## src/rtl/fp_round_pack.sv

```systemverilog
// -----------------------------------------------------------------------------
// fp_round_pack
// Rounding and packing stage of the single-precision add/sub datapath.
// Takes a normalized 24-bit significand plus guard/round/sticky bits, a signed
// working exponent and a sign. It rounds, re-normalizes on a rounding carry,
// detects overflow and underflow, and packs an IEEE-754 single-precision word.
// The block is a two-stage pipeline with a valid/ready handshake on each side.
//
// Ports:
//   clk, rst_n         clock (rising edge), asynchronous active-low reset
//   in_valid/in_ready  input handshake
//   sign_i             result sign
//   exp_i  [EXP_W]     biased working exponent, two's complement
//   mant_i [24]        normalized significand (bit 23 = hidden 1), 0 = exact zero
//   grs_i  [3]         guard, round, sticky bits below mant_i[0]
//   out_valid/out_ready output handshake
//   result_o [32]      packed {sign, exp[7:0], frac[22:0]}
//   ovf_o, unf_o, inx_o, zero_o   overflow, underflow (flushed), inexact, zero
//
// Configuration macro:
//   FP_ROUND_NEAREST_EN  defined   -> round to nearest, ties to even
//                        undefined -> truncation (no stage-1 incrementer)
// -----------------------------------------------------------------------------
module fp_round_pack #(
   parameter int EXP_W = 10
) (
   input  logic             clk,
   input  logic             rst_n,
   input  logic             in_valid,
   output logic             in_ready,
   input  logic             sign_i,
   input  logic [EXP_W-1:0] exp_i,
   input  logic [23:0]      mant_i,
   input  logic [2:0]       grs_i,
   output logic             out_valid,
   input  logic             out_ready,
   output logic [31:0]      result_o,
   output logic             ovf_o,
   output logic             unf_o,
   output logic             inx_o,
   output logic             zero_o
);

   localparam logic signed [EXP_W:0] EXP_MAX  = (EXP_W+1)'(255);
   localparam logic signed [EXP_W:0] EXP_ZERO = (EXP_W+1)'(0);

   // ---------------------------------------------------------------- control
   logic s1_valid;
   logic s2_valid;
   logic s1_load;
   logic s2_load;

   // Each stage advances when it is empty or its contents move on, so the
   // pipe keeps two beats in flight and runs at one beat per cycle.
   assign s2_load   = !s2_valid || out_ready;
   assign s1_load   = !s1_valid || s2_load;
   assign in_ready  = s1_load;
   assign out_valid = s2_valid;

   // ------------------------------------------------------------ stage 1 comb
   logic [24:0] sum25;

`ifdef FP_ROUND_NEAREST_EN
   logic inc;
   // Round up when above the halfway point, or exactly halfway with an odd LSB.
   assign inc   = grs_i[2] & (grs_i[1] | grs_i[0] | mant_i[0]);
   assign sum25 = {1'b0, mant_i} + {24'd0, inc};
`else
   assign sum25 = {1'b0, mant_i};
`endif

   // ------------------------------------------------------------ stage 1 regs
   logic             s1_sign;
   logic [EXP_W-1:0] s1_exp;
   logic [24:0]      s1_sum;
   logic             s1_zero;
   logic             s1_inx;

   // NOTE: state is updated with non-blocking assignments so every register
   // samples the pre-edge values, independent of statement order.
   always_ff @(posedge clk or negedge rst_n) begin
      if (!rst_n) begin
         s1_valid <= 1'b0;
         s1_sign  <= 1'b0;
         s1_exp   <= '0;
         s1_sum   <= '0;
         s1_zero  <= 1'b0;
         s1_inx   <= 1'b0;
      end else begin
         if (s1_load) begin
            s1_valid <= in_valid;
         end
         if (s1_load && in_valid) begin
            s1_sign <= sign_i;
            s1_exp  <= exp_i;
            s1_sum  <= sum25;
            s1_zero <= (mant_i == 24'd0);
            s1_inx  <= |grs_i;
         end
      end
   end

   // ------------------------------------------------------------ stage 2 comb
   logic                    carry;
   logic [22:0]             frac;
   logic signed [EXP_W:0]   exp_fin;
   logic [31:0]             nx_result;
   logic                    nx_ovf;
   logic                    nx_unf;
   logic                    nx_inx;
   logic                    nx_zero;

   // NOTE: every output of this block gets a default first, so no path can
   // leave a value unassigned and infer a latch.
   always_comb begin
      carry     = s1_sum[24];
      frac      = carry ? s1_sum[23:1] : s1_sum[22:0];
      // One extra bit keeps exp+1 from wrapping; the compares below are signed.
      exp_fin   = {s1_exp[EXP_W-1], s1_exp} + {{EXP_W{1'b0}}, carry};
      nx_result = {s1_sign, 31'd0};
      nx_ovf    = 1'b0;
      nx_unf    = 1'b0;
      nx_inx    = 1'b0;
      nx_zero   = 1'b0;

      if (s1_zero) begin
         nx_zero = 1'b1;
      end else if (exp_fin >= EXP_MAX) begin
         nx_result = {s1_sign, 8'hFF, 23'd0};
         nx_ovf    = 1'b1;
         nx_inx    = 1'b1;
      end else if (exp_fin <= EXP_ZERO) begin
         // No subnormal output: tiny results flush to signed zero.
         nx_unf  = 1'b1;
         nx_inx  = 1'b1;
         nx_zero = 1'b1;
      end else begin
         nx_result = {s1_sign, exp_fin[7:0], frac};
         nx_inx    = s1_inx;
      end
   end

   // ------------------------------------------------------------ stage 2 regs
   // NOTE: the output data registers are reset as well as the valid bits, so
   // result_o and the flags read zero after reset, not a stale beat.
   always_ff @(posedge clk or negedge rst_n) begin
      if (!rst_n) begin
         s2_valid <= 1'b0;
         result_o <= '0;
         ovf_o    <= 1'b0;
         unf_o    <= 1'b0;
         inx_o    <= 1'b0;
         zero_o   <= 1'b0;
      end else begin
         if (s2_load) begin
            s2_valid <= s1_valid;
         end
         if (s2_load && s1_valid) begin
            result_o <= nx_result;
            ovf_o    <= nx_ovf;
            unf_o    <= nx_unf;
            inx_o    <= nx_inx;
            zero_o   <= nx_zero;
         end
      end
   end

endmodule

```

## config.mk

```make
export PLATFORM = sky130hd
export DESIGN_NAME = fp_round_pack
export DESIGN_NICKNAME = d
export VERILOG_FILES = /design/src/rtl/fp_round_pack.sv
export SDC_FILE = /design/constraint.sdc
export NUM_CORES = 1
export LEC_CHECK = 0
export ABC_AREA = 1
export CAP_MARGIN = 40
export CELL_PAD_IN_SITES_DETAIL_PLACEMENT = 1
export CELL_PAD_IN_SITES_GLOBAL_PLACEMENT = 2
export CORE_MARGIN = 3
export CORE_UTILIZATION = 31
export DETAILED_ROUTE_END_ITERATION = 6
export PLACE_DENSITY = 0.85
export SYNTH_ARGS = -nofsm -noshare
export SYNTH_HDL_FRONTEND = slang
export SYNTH_SLANG_ARGS = --single-unit
```

## constraint.sdc

```tcl
create_clock -name clk -period 2.8 [get_ports clk]
set_input_delay 0.56 -clock clk [delete_from_list [all_inputs] [get_ports clk]]
set_output_delay 0.56 -clock clk [all_outputs]
set_load 0.01 [all_outputs]
```

==> results.cfg <==
[routing]
num_vias = 2693
wl_mm = 8.28
drt_iter0_drc = 76
firstDrtPassIters = 4
ant_nets = 0
wl_per_cell_um = 13.5
drc = 0
viasPerCell = 4.38

[cts]
cts_inserted_buffers = 9
clock_sinks = 74
cts_setup_buffers = 0
root_buffer = clkbuf_8
clkSlewWorstSetupHoldPaths_ns = 0.07
ctsResizeCount = 0
clock_path_buffers = 2
cts_hold_buf = 0
cts_tree = done
clk_latency_ns = 0.36
htreeDepth = 3

[finish]
area_growth_syn_to_layout_pct = 31.7
drive_gt1_share_pct = 8.56
num-fill-cells = 1284
fin_util_pct = 42.0
seq_area_um2 = 1850
diodes = 0
fin_nets = 516
multi_input_area_um2 = 1110

[sta]
finalCritPeriodShare_pct = 80.7
setup_viol = 0
drv_slew = 0
rsz0062_at_grt = no
finalClockSkew_ns = 0.0131
max_freq_mhz = 443
setup_tns_ns = 0
relSlewSlack_pct = 56.9
finalCriticalPeriod_ns = 2.26
hold_viol_final = 0
worstMarginPinSlew_ns = 0.646

[hold_path]
hold_path.class = in2async

[global_routing]
grt_max_degree = 41
grt_pass1_vias = 2729
overflow = 0
grt_first_pass_wirelength_mm = 13.7
antenna_found_initial = 0
track_usage_pct = 15.1

[die]
start_util_pct = 31.9
core_area_um2 = 10400
io_pins = 80
die_area_um2 = 11900
fp.dieH_um = 109
row_count = 37
die_w_um = 109

[synthesis]
yosys-top-cells-count = nand2_1 (137), dfrtp_1 (74), inv_1 (55)
yosys_warnings = 0
synthFlopType = dfrtp_1
ys_seq_area_share_pct = 56.0
synth_cell_types = 23
synthCells = 396
synth_area_leaders = dfrtp_1 (56%), nand2_1 (16%), inv_1 (6.2%)
synth_area_um2 = 3310
yosysMostFrequentCell = nand2_1
ys_ff_latch = 74
synth_edf_count = 0
yosys.area.top_type = dfrtp_1
syn-mean-instance-area_um2 = 8.35
syn_nets = 438
async_reset_ff_share_pct = 100
synth_top_area_share_pct = 56.0

[power_and_ir_drop]
p_per_area_nw_per_um2 = 708
switching_power_w = 0.000992
p_int_w = 0.00209
p_clk_share_pct = 24.0
pwr-share-comb_pct = 29.7
ir_drop_mv = 0.212
p_leak_nw = 2.16
seq_power_share_pct = 46.3
p_sw_share_pct = 32.2

[critical_path]
critPathKind = in2out
endpoint_kind = output port
critPathLaunchType = primary input
cp_max_fo = 3
crit_required_ns = 2.24
arrival_ns = 1.70

[outcome]
outcome = complete, no violations

[flow_run]
maxCapViolCount = 0

[placed_design]
dpl.hpwl_mm = 5.93
gp_congestion = 0.754
portBuffers = 79
[state kept, by name, summed over array words and instances, names as in the netlist]
name and cells:
inx_o 1, out_valid 1, ovf_o 1, result_o 32, s1_exp 10, s1_inx 1, s1_sign 1, s1_sum 23
s1_valid 1, s1_zero 1, unf_o 1, zero_o 1
[worst max-delay path, stage by stage]
cell and delay [ns]:
clkdlybuf4s50_1 0.47, inv_2 0.05, nand3_2 0.07, clkdlybuf4s50_1 0.54
[cells by family after synthesis]
| family | Yosys count | share of synthesized area [%] |
|---|---|---|
| flip-flops | 74 | 56.0 |
| buffers and inverters | 76 | 10.5 |
| AO/OA/AOI/OAI | 37 | 5.94 |
| AND/OR/NAND/NOR | 209 | 27.5 |
[worst paths after layout]
path                            from            to  slack (ns)  depth (start not counted)
setup / recovery           out_ready      in_ready        0.54                          4
hold / removal                 rst_n  result_o[31]        0.16                          1
setup reg to reg           s1_exp[3]   result_o[0]        1.22                          7
hold reg to reg                inx_o         inx_o        0.48                          2
max in group asynchronous      rst_n      s1_valid        2.07                          2
min in group clk               inx_o         inx_o        0.48                          2
[metrics by stage]
step | power, W | hold slack, ns | cell area [um^2] | setup WS, ns | std cells
floorplan | 0.00190 | 0.264 | 3310 | 1.48 | 396
global placement | 0.00236 | 0.462 | 4170 | 0.558 | 598
detailed placement | 0.00239 | 0.467 | 4190 | 0.536 | 599
CTS | 0.00315 | 0.161 | 4350 | 0.536 | 615
global route | 0.00332 | 0.182 | 4350 | 0.497 | 615
finish | 0.00308 | 0.159 | 4350 | 0.542 | 615
[cell type report]
type	instances	area share (%)
repair buffers	84	19.3
clock inverters	2	0.287
inverters	59	5.09
multi-input cells	246	25.4
clock buffers	14	3.51
flip-flops and latches	74	42.5
well taps	136	3.91
[metal layers]
metal | GRT usage (%) | up-vias | wire length (um)
met1 | 20.3 | 1276 | 3820
met4 | 7.48 | 0 | 181
li1 | - | 1356 | -
met5 | 0 | - | 0
met3 | 2.49 | 11 | 301
met2 | 23.6 | 50 | 3980
[placed cells by master (no fill, tap or decap), types with 2 or more instances in the layout]
cell	n
nor2_1	28
o21ai_0	35
clkbuf_8	10
clkbuf_1	4
inv_2	4
nand4_1	13
inv_1	55
nand2_2	3
nand2_1	137
buf_4	5
clkdlybuf4s50_1	78
nor2_2	10
dfrtp_1	74
nand3_2	2
nand3_1	12
[power by group through the flow]
stage	Sequential, W	Clock (W)	Combinational, W
after floorplan	0.00150	0	0.000404
after global placement	0.00145	0	0.000913
after detailed placement	0.00145	0	0.000939
after CTS	0.00143	0.000773	0.000942
after global routing	0.00146	0.000827	0.00103
final	0.00143	0.000740	0.000915
(Power assumes the default switching activity.)
